--- config.mk ---
export PLATFORM = sky130hd
export DESIGN_NAME = apb_fb_pixel_packer
export DESIGN_NICKNAME = d
export VERILOG_FILES = /design/src/rtl/apb_fb_pkg.sv /design/src/rtl/fb_word_fifo.sv /design/src/rtl/apb_fb_pixel_packer.sv
export SDC_FILE = /design/constraint.sdc
export NUM_CORES = 1
export LEC_CHECK = 0
export CORE_MARGIN = 3
export CORE_UTILIZATION = 55
export CTS_CLUSTER_SIZE = 40
export DETAILED_ROUTE_END_ITERATION = 8
export PLACE_DENSITY = 0.75
export SYNTH_ARGS = -nofsm -noshare
export SYNTH_HDL_FRONTEND = slang
export SYNTH_SLANG_ARGS = --single-unit
--- constraint.sdc ---
create_clock -name PCLK -period 8.1 [get_ports PCLK]
set_input_delay 1.62 -clock PCLK [delete_from_list [all_inputs] [get_ports PCLK]]
set_output_delay 1.62 -clock PCLK [all_outputs]
set_load 0.05 [all_outputs]
--- src/rtl/apb_fb_pkg.sv ---
// Shared definitions for the APB framebuffer pixel packer: register map,
// CTRL bit positions, master FSM encoding and frame geometry.
package apb_fb_pkg;

  localparam logic [1:0] REG_CTRL   = 2'd0;
  localparam logic [1:0] REG_PIXEL  = 2'd1;
  localparam logic [1:0] REG_STATUS = 2'd2;

  localparam int CTRL_START  = 0;
  localparam int CTRL_FLUSH  = 1;
  localparam int CTRL_IRQ_EN = 2;

  typedef enum logic [1:0] {
    M_IDLE   = 2'd0,
    M_SETUP  = 2'd1,
    M_ACCESS = 2'd2
  } mst_state_t;

  localparam int FRAME_WORDS = 196;

  function automatic int frame_words(input int frame_bytes);
    return frame_bytes / 4;
  endfunction

endpackage

--- src/rtl/fb_word_fifo.sv ---
// Synchronous packed-word FIFO; a push while full is accepted when a pop
// happens in the same cycle. clr empties it synchronously.
module fb_word_fifo #(
  parameter int DEPTH = 8,
  parameter int W     = 32,
  parameter int AW    = $clog2(DEPTH)
) (
  input  logic         clk,
  input  logic         rst_n,
  input  logic         clr,
  input  logic         push,
  input  logic         pop,
  input  logic [W-1:0] wdata,
  output logic [W-1:0] rdata,
  output logic         full,
  output logic         empty,
  output logic [AW:0]  count
);

  logic [W-1:0]  mem [DEPTH];
  logic [AW-1:0] wr_ptr;
  logic [AW-1:0] rd_ptr;
  logic          do_push;
  logic          do_pop;

  assign empty   = (count == '0);
  assign full    = (count == (AW+1)'(DEPTH));
  assign do_pop  = pop & ~empty;
  assign do_push = push & (~full | do_pop);
  assign rdata   = mem[rd_ptr];

  always_ff @(posedge clk) begin
    if (do_push && !clr)
      mem[wr_ptr] <= wdata;
  end

  always_ff @(posedge clk or negedge rst_n) begin
    if (!rst_n) begin
      wr_ptr <= '0;
      rd_ptr <= '0;
      count  <= '0;
    end else if (clr) begin
      wr_ptr <= '0;
      rd_ptr <= '0;
      count  <= '0;
    end else begin
      if (do_push)
        wr_ptr <= wr_ptr + 1'b1;
      if (do_pop)
        rd_ptr <= rd_ptr + 1'b1;
      case ({do_push, do_pop})
        2'b10:   count <= count + 1'b1;
        2'b01:   count <= count - 1'b1;
        default: count <= count;
      endcase
    end
  end

endmodule

--- src/rtl/apb_fb_pixel_packer.sv ---
// Packs CPU-written 8-bit pixels into 32-bit words and streams them as APB
// master writes into the framebuffer. Optional frame_irq via PACKER_FRAME_IRQ_EN.
module apb_fb_pixel_packer
  import apb_fb_pkg::*;
#(
  parameter int FRAME_BYTES = 784,
  parameter int FIFO_DEPTH  = 8,
  parameter int ADDR_W      = 10
) (
  input  logic              PCLK,
  input  logic              PRESETN,
  input  logic              PSEL,
  input  logic [3:2]        PADDR,
  input  logic              PENABLE,
  input  logic              PWRITE,
  input  logic [31:0]       PWDATA,
  output logic [31:0]       PRDATA,
  output logic              PREADY,
  output logic              PSLVERR,
  output logic              M_PSEL,
  output logic              M_PENABLE,
  output logic              M_PWRITE,
  output logic [ADDR_W-1:0] M_PADDR,
  output logic [31:0]       M_PWDATA,
  input  logic              M_PREADY
`ifdef PACKER_FRAME_IRQ_EN
  ,
  output logic              frame_irq
`endif
);

  localparam int FW = frame_words(FRAME_BYTES);
  localparam int CW = $clog2(FIFO_DEPTH) + 1;
  localparam logic [ADDR_W-1:0] LAST_ADDR = ADDR_W'(FW - 1);

  logic              wr_setup;
  logic              ctrl_wr;
  logic              pix_wr;
  logic              start;
  logic              flush;
  logic              pix_last;
  logic              push;
  logic [31:0]       push_data;
  logic              pop;
  logic              xfer_done;
  logic [ADDR_W-1:0] ptr_inc;
  logic [ADDR_W-1:0] next_addr;

  logic [31:0]       pack_buf;
  logic [1:0]        lane;
  logic              overflow;
  logic              frame_done;
  logic              start_pend;
  logic [ADDR_W-1:0] wptr;
  mst_state_t        state;

  logic [31:0]       f_rdata;
  logic              f_full;
  logic              f_empty;
  logic [CW-1:0]     f_count;
  logic              irq_en_bit;
  logic [31:0]       status;
  logic              unused_pwdata;

  assign PREADY        = 1'b1;
  assign PSLVERR       = 1'b0;
  assign unused_pwdata = ^PWDATA[31:8];

  assign wr_setup = PSEL & PWRITE & ~PENABLE;
  assign ctrl_wr  = wr_setup & (PADDR == REG_CTRL);
  assign pix_wr   = wr_setup & (PADDR == REG_PIXEL);
  assign start    = ctrl_wr & PWDATA[CTRL_START];
  assign flush    = ctrl_wr & PWDATA[CTRL_FLUSH] & ~PWDATA[CTRL_START];
  assign pix_last = pix_wr & (lane == 2'd3);

  // A flush pushes the partial word; unfilled lanes are already zero.
  assign push      = pix_last | (flush & (lane != 2'd0));
  assign push_data = pix_last ? {PWDATA[7:0], pack_buf[23:0]} : pack_buf;

  // START suppresses pops so the FIFO clear cannot race a launch.
  assign xfer_done = (state == M_ACCESS) & M_PREADY;
  assign pop       = ~f_empty & ~start & ((state == M_IDLE) | xfer_done);
  assign ptr_inc   = (wptr == LAST_ADDR) ? '0 : wptr + 1'b1;
  assign next_addr = start_pend ? '0 : ptr_inc;

  fb_word_fifo #(
    .DEPTH (FIFO_DEPTH),
    .W     (32)
  ) u_fifo (
    .clk   (PCLK),
    .rst_n (PRESETN),
    .clr   (start),
    .push  (push),
    .pop   (pop),
    .wdata (push_data),
    .rdata (f_rdata),
    .full  (f_full),
    .empty (f_empty),
    .count (f_count)
  );

  always_ff @(posedge PCLK or negedge PRESETN) begin
    if (!PRESETN) begin
      pack_buf <= '0;
      lane     <= '0;
      overflow <= 1'b0;
    end else begin
      if (start) begin
        pack_buf <= '0;
        lane     <= '0;
      end else if (pix_wr) begin
        if (lane == 2'd3) begin
          pack_buf <= '0;
          lane     <= '0;
        end else begin
          pack_buf[{lane, 3'b000} +: 8] <= PWDATA[7:0];
          lane <= lane + 1'b1;
        end
      end else if (flush && lane != 2'd0) begin
        pack_buf <= '0;
        lane     <= '0;
      end

      if (start)
        overflow <= 1'b0;
      else if (push && f_full && !pop)
        overflow <= 1'b1;
    end
  end

  always_ff @(posedge PCLK or negedge PRESETN) begin
    if (!PRESETN) begin
      state      <= M_IDLE;
      M_PSEL     <= 1'b0;
      M_PENABLE  <= 1'b0;
      M_PWRITE   <= 1'b0;
      M_PADDR    <= '0;
      M_PWDATA   <= '0;
      wptr       <= '0;
      start_pend <= 1'b0;
      frame_done <= 1'b0;
    end else begin
      case (state)
        M_IDLE: begin
          if (pop) begin
            state     <= M_SETUP;
            M_PSEL    <= 1'b1;
            M_PWRITE  <= 1'b1;
            M_PENABLE <= 1'b0;
            M_PADDR   <= wptr;
            M_PWDATA  <= f_rdata;
          end
        end
        M_SETUP: begin
          state     <= M_ACCESS;
          M_PENABLE <= 1'b1;
        end
        M_ACCESS: begin
          if (M_PREADY) begin
            if (pop) begin
              state     <= M_SETUP;
              M_PENABLE <= 1'b0;
              M_PADDR   <= next_addr;
              M_PWDATA  <= f_rdata;
            end else begin
              state     <= M_IDLE;
              M_PSEL    <= 1'b0;
              M_PENABLE <= 1'b0;
              M_PWRITE  <= 1'b0;
            end
          end
        end
        default: begin
          state     <= M_IDLE;
          M_PSEL    <= 1'b0;
          M_PENABLE <= 1'b0;
          M_PWRITE  <= 1'b0;
        end
      endcase

      // An in-flight transfer finishes at its own address; the restart to
      // word 0 is deferred until it completes.
      if (start) begin
        frame_done <= 1'b0;
        if (state == M_IDLE || xfer_done) begin
          wptr       <= '0;
          start_pend <= 1'b0;
        end else begin
          start_pend <= 1'b1;
        end
      end else if (xfer_done) begin
        wptr       <= next_addr;
        start_pend <= 1'b0;
        if (!start_pend && wptr == LAST_ADDR)
          frame_done <= 1'b1;
      end
    end
  end

`ifdef PACKER_FRAME_IRQ_EN
  logic irq_en;

  always_ff @(posedge PCLK or negedge PRESETN) begin
    if (!PRESETN) begin
      irq_en    <= 1'b0;
      frame_irq <= 1'b0;
    end else begin
      if (ctrl_wr)
        irq_en <= PWDATA[CTRL_IRQ_EN];
      frame_irq <= start ? 1'b0 : (frame_done & irq_en);
    end
  end

  assign irq_en_bit = irq_en;
`else
  assign irq_en_bit = 1'b0;
`endif

  always_comb begin
    status        = '0;
    status[0]     = (state != M_IDLE) | ~f_empty;
    status[1]     = frame_done;
    status[2]     = f_full;
    status[3]     = overflow;
    status[4]     = irq_en_bit;
    status[8:5]   = 4'(f_count);
    status[10:9]  = lane;
    status[25:16] = 10'(wptr);
  end

  assign PRDATA = (PSEL && !PWRITE && PADDR == REG_STATUS) ? status : 32'h0;

endmodule

After elaboration in Yosys (flattened, before gate mapping) --
Memory sizes are Yosys's and may differ from the RTL's. Index checks and enable logic that the tools add are counted.
Storage, ports and cells: register bits after elaboration 103, bits in latches 0, RAM bits 256, memory bits (read-only) 0, input bits 40, output and inout port bits 79, logic and storage cells 143, memories 1
Memory list:
- u_fifo.mem | words 8, width 32, rd ports 1, clocked after memory_dff 0, write ports 1, RTL line fb_word_fifo.sv:20 | logic [W-1:0] mem [DEPTH];
Cells by class: add/sub/neg operators 7, multiply operators 0, div/mod/pow operators 0, magnitude comparators 0, eq/ne operators 14, shift operators 2, mux-type cells 50, bitwise logic cells 24, reduce and logical (&&, ||, !) cells 31
Operators by type and width (count):
- 32-bit two-way mux | 7
- 10-bit two-way mux | 8
- 32-bit case mux with 2 select lines | 1
- 32-bit bitwise mux | 1
- 8-bit by 7-bit variable shift with 32-bit output (first input constant) | 1
- 8-bit by 7-bit variable part select with 32-bit output | 1
- 26-bit two-way mux | 1
- 10-bit case mux with 2 select lines | 1
- 1-bit two-way mux | 16
- 2-bit nonzero test | 8
- 1-bit bitwise AND | 14
- 2-bit two-way mux | 6
- 3-bit two-way mux | 4
- 10-bit by 1-bit adder with 10-bit output (second input constant) | 1
- 10-bit by 8-bit == test with 1-bit output (second input constant) | 1
- 2-bit == test (second input constant) | 4
- 2-bit != test (second input constant) | 4
- 4-bit case mux with 2 select lines | 1
- 2-bit AND reduction | 4
- 4-bit AND reduction | 2
- 1-bit logical AND | 7
- 5-bit negator with 7-bit output | 1
- 3-bit by 1-bit adder with 3-bit output (second input constant) | 2
- 2-bit by 1-bit == test with 1-bit output (second input constant) | 3
- 15 further kinds | 29

Depth between registers and ports, before layout --
depth after elaboration 13, gate-level depth with buffers 11, gate-level depth less buffers 11

By module --
From an unflattened synthesis, not the netlist that was laid out.
Second synthesis, totals: cell total of the unflattened synthesis 823, area total of the unflattened synthesis 14771.7 um2
By module, submodules not included:
- fb_word_fifo | times used 1, cells each 447, area each 10456.3 um2, seq. area each 7937.6 um2
- apb_fb_pixel_packer | times used 1, cells each 376, area each 4315.4 um2, seq. area each 2302.2 um2

Least setup slack after synthesis --
Ideal clock, no wire load.
path kind input -> register, start input PADDR[2] (netlist name), end memory u_fifo.mem[2][0] (enable), library setup time 513 ps, arrival 5879 ps, required time 7587 ps, path slack 1709 ps, stages 5, buffers on the path 1, cell sequence buf_2 -> nor4b_1 -> o21a_1 -> nand2_1 -> nor4b_1
On the way: word-level cells in the longest chain between the ends 12, elaborated cells between the ends (all ways) 20, classes of those cells eq/ne: 1; mux: 2; bitwise: 14; reduce/logical: 3
Ends and longest elaborated chain:
- from (decl) | RTL line apb_fb_pixel_packer.sv:13 | input logic [3:2] PADDR,
- 2-bit logical NOT | RTL line apb_fb_pixel_packer.sv:70 | assign ctrl_wr = wr_setup & (PADDR == REG_CTRL);
- 1-bit bitwise AND | RTL line apb_fb_pixel_packer.sv:70
- 1-bit bitwise AND | RTL line apb_fb_pixel_packer.sv:72 | assign start = ctrl_wr & PWDATA[CTRL_START];
- 1-bit NOT | RTL line apb_fb_pixel_packer.sv:82 | assign pop = ~f_empty & ~start & ((state == M_IDLE) | xfer_done);
- 1-bit bitwise AND (2 in series) | RTL line apb_fb_pixel_packer.sv:82
- 1-bit bitwise AND | RTL line fb_word_fifo.sv:28 | assign do_pop = pop & ~empty;
- 1-bit OR | RTL line fb_word_fifo.sv:29 | assign do_push = push & (~full | do_pop);
- 1-bit bitwise AND | RTL line fb_word_fifo.sv:29
- 1-bit logical AND (*) | RTL line fb_word_fifo.sv:33 | if (do_push && !clr)
- 1-bit two-way mux (*) | RTL line fb_word_fifo.sv:33
- 1-bit two-way mux (not written as such) (*) | RTL line fb_word_fifo.sv:34 | mem[wr_ptr] <= wdata;
- to (decl) | RTL line fb_word_fifo.sv:20
Mark *: on every way between the ends. The rest lies on a longest branch, timed or not.

Worst setup path in the final report --
start input PADDR[2] (netlist name), end output PRDATA[18]
On the way: word-level cells in the longest chain between the ends 3
Ends and longest elaborated chain:
- 2-bit == test | RTL line apb_fb_pixel_packer.sv:231 | assign PRDATA = (PSEL && !PWRITE && PADDR == REG_STATUS) ? status : 32'h0;
- 1-bit logical AND | RTL line apb_fb_pixel_packer.sv:231
- 26-bit two-way mux | RTL line apb_fb_pixel_packer.sv:231
- to (decl) | RTL line apb_fb_pixel_packer.sv:17 | output logic [31:0] PRDATA,
No other way between the ends.

==> results.md <==
* Outcome: completed
* Max Freq at 175 MHz
* Synthesis-to-finish area growth at 15.5%
* Worst R2R End: u_fifo.mem[2][5]
* Yosys Warn Count at 0
* Crit-path slowest cell: sky130_fd_sc_hd__clkdlybuf4s50_1
* Min cycle time layout at 5.71 ns
* Maximum buffer depth of the clock tree at 3
* Global Route met1 Usage at 0.312
* Final Hold Vio Count at 0
* Number of instances in the placed design at 1244
* Clock root buffer master: sky130_fd_sc_hd__clkbuf_16
* Number of buffers added for setup after CTS at 0
* Yosys top cell by area: sky130_fd_sc_hd__edfxtp_1
* Area of placed instances at roughly 16000 µm²
* DR WL/cell at around 23 µm
* Area of combinational cells with multiple inputs at 3960 µm²
* Die H at between 150 and 200 µm
* Initial drt markers at between 600 and 700
* Boundary Pins at 119
* Measured slew at the worst slew-check pin at about 1.1 ns
* Non-Filler Instances at between 1000 and 1500
* Post-route clock period utilization at 0.705
* Share of Yosys cell area claimed by the top area cell type at 0.532
* Antenna diode instance count at 0
* Setup Crit Path Kind: in2out
* Met3 global-route usage at 0.0404
* CTS Hold Bufs at 0
* Final antenna-violating net count at 0
* H-tree levels at 2
* Die area at roughly 28000 µm²
* Critical path startpoint category: input port
* Routed wire length at approximately 30000 µm
* Leading register cell type out of synthesis: sky130_fd_sc_hd__edfxtp_1
* Highest ir drop seen on vdd at roughly 0.00025 V
* Unrepaired setup endpoints after global routing: false
* Cell count after synthesis at 868
* Sequential cell area at ~10000 µm²
* CP peak stage delay at 0.81 ns
* Dominant cell type by count on the critical path: sky130_fd_sc_hd__clkdlybuf4s50_1
* EDFF count, synth at roughly 260
* I/O Buffers at 80
* Layer with the highest usage: met2
* Avg Cell Area, Syn at around 17 µm²
* Fraction of layout cells with a size suffix above 1 at 0.165
* Post-Route Setup TNS at 0 ns
* GRT Total Usage at 0.218
* Cts repair resizes at 0
* TritonCTS clock tree: done
* Placeable core area at around 26000 µm²
* Std-Cell Rows at 58
* Worst hold path endpoint: M_PWDATA[11]
* Initial antenna violation count at 0
* Number of buffers and inverters on the critical path at 3
* Setup slack of the worst register-to-register path at 4.38 ns
* CTS Buf Count at 35
* Launch point of the worst reg-to-reg path: lane[0]
* Post-synthesis register bit count at 358
* Initial core utilization at 0.566
* Worst hold path startpoint: M_PWDATA[11]
* Later-pin clock latency in the skew report at 0.52 ns
* Max transition margin at 0.271
* Fillcell total at between 1500 and 2000
* Largest net degree at the start of global routing at 78
* Largest delay share family, worst path: buffers and inverters
* DIE WIDTH at ~170 µm
* Final instance area at approximately 17000 µm²
* Async set-or-reset flop fraction in the synthesized netlist at 0.285
* Overflow left after global routing at 0
* Kind of path behind the tightest hold check: reg2reg
* Cell-by-cell listing of the critical path: clkdlybuf4s50_1 -> nor4bb_2 -> buf_4 -> and2_1 -> clkdlybuf4s50_1
* Drt first pass iters at 4
* Min-Delay Path Depth at 2
* TritonCTS Sinks at ~360
* First-pass GRT wire length at ~47000 µm
* Remaining routing DRC violations at 0
* Max-slew violations at 0
* Post-synthesis instance area at roughly 14000 µm²
* Max capacitance violation total at 0
* Setup violations, final at 0
* Number of global-route vias before repair at about 8000
* Power per cell area at approximately 340 nW/µm²
* Critical Path Fanout Max at 12
* Total power of the final layout at around 5.7 mW
* Cell types occupying the most area after synthesis: sky130_fd_sc_hd__edfxtp_1, sky130_fd_sc_hd__dfrtp_1, sky130_fd_sc_hd__mux4_2
* Signal arrival time at the worst endpoint at ~4 ns
* Final Net Count at 1000
* Via-to-Cell Ratio at 5.97
* Via count at 7804
* Netlist cell types at 55
* Path depth of the worst reg2reg path at 7
* Clock Skews at roughly 0.02 ns
* Met2 track demand over resource in global routing at 0.354
* HPWL after detailed placement at 16800 µm
* Required time at the endpoint of the critical path at 6.48 ns
* Element type at the critical path end: primary output
* Clock edge transition at the registers on the reported setup and hold paths at approximately 0.060 ns
* Lkg Pwr at 6.31 nW
* Routability cong. at between 0.8 and 0.9
* Post-synthesis sequential area ratio at 0.708
-- kinds of logic after synthesis --
family | Yosys count | share of synthesized area
DFF | 358 | 0.708
and+or+nand+nor | 195 | 0.0689
AOI/OAI and AO/OA | 125 | 0.0561
muxes | 109 | 0.132
buffers and inverters | 66 | 0.0247
adders and majority gates | 9 | 0.00779
xor gates and xnor gates | 4 | 0.00242
other | 2 | 0.000519
-- per-layer routing --
layer	up-vias	wire, µm
met4	0	544
met3	44	1870
met2	261	14900
li1	3492	-
met5	-	0
met1	4007	12700
-- synth_stat cells (all sizes together), types with 11 or more instances --
library cell	n
edfxtp	256
dfrtp	102
nand2	72
mux4	64
o21ai	55
buf	39
mux2i	36
nor2	26
and2	25
a22o	23
clkbuf	21
a21oi	15
nand3	15
a31oi	14
nor2b	11
-- cells in the final DEF, fill, tap and decap left out, drive strengths merged, types with 11 or more instances in the layout --
| master | n |
|---|---|
| buf | 15 |
| edfxtp | 256 |
| nand2 | 72 |
| a31oi | 14 |
| conb | 14 |
| nor2 | 26 |
| mux4 | 64 |
| mux2i | 36 |
| nand3 | 15 |
| a22o | 23 |
| nor2b | 11 |
| clkdlybuf4s50 | 79 |
| and2 | 25 |
| dfrtp | 102 |
| clkbuf | 47 |
| o21ai | 55 |
| a21oi | 15 |
-- metrics by stage --
stage / setup slack (ns) / hold WS (ns) / utilization
final: 2.39 / 0.476 / 0.654
after global routing: 2.28 / 0.497 / 0.654
after CTS: 2.40 / 0.484 / 0.654
after detailed placement: 2.40 / 0.472 / 0.609
after global placement: 2.47 / 0.466 / 0.609
after floorplan: 1.71 / 0.454 / -
-- area by class of cell --
cell class,count,area share
Clock buffer,47,0.0570
Inverter,6,0.00150
Tap cell,330,0.0247
Multi-Input combinational cell,456,0.237
Timing Repair Buffer,94,0.0541
Clock inverter,17,0.0122
Sequential cell,358,0.613
-- sequential cells by signal, summed over array words and instances (netlist names), 2 cells and up --
| signal | count |
|---|---|
| M_PADDR | 10 |
| u_fifo.mem | 256 |
| wptr | 10 |
| u_fifo.rd_ptr | 3 |
| M_PWDATA | 32 |
| u_fifo.wr_ptr | 3 |
| u_fifo.count | 4 |
| lane | 2 |
| pack_buf | 32 |
-- worst reg2reg max path, cell delays in order, from the launching register on --
cell                      delay, ns
sky130_fd_sc_hd__dfrtp_1       0.52
sky130_fd_sc_hd__inv_1         0.14
sky130_fd_sc_hd__ha_1          0.29
sky130_fd_sc_hd__nor4b_1       0.42
sky130_fd_sc_hd__o21a_1        0.26
sky130_fd_sc_hd__nand2_1       0.25
sky130_fd_sc_hd__nor4b_2       0.89
sky130_fd_sc_hd__buf_4         0.57
-- worst max path at each step --
| stage | from | endpoint | slack, ns | cells past startpoint |
|---|---|---|---|---|
| after floorplan | PADDR[2] | u_fifo.mem[2][0] | 1.71 | 5 |
| after detailed placement | PADDR[2] | PRDATA[18] | 2.40 | 5 |
| after CTS | PADDR[2] | PRDATA[18] | 2.40 | 5 |
| after global routing | PADDR[2] | PRDATA[18] | 2.28 | 5 |
| final | PADDR[2] | PRDATA[18] | 2.39 | 5 |
| after global placement | PADDR[2] | PRDATA[24] | 2.47 | 5 |
-- power breakdown --
part / internal [mW] / leakage [nW] / total, mW / switching, mW
combinational: 0.678 / 1.82 / 1.70 / 1.02
clock: 0.961 / 0.555 / 1.63 / 0.668
sequential: 2.14 / 3.93 / 2.36 / 0.219
total: 3.78 / 6.31 / 5.69 / 1.91
(Power assumes the default switching activity.)
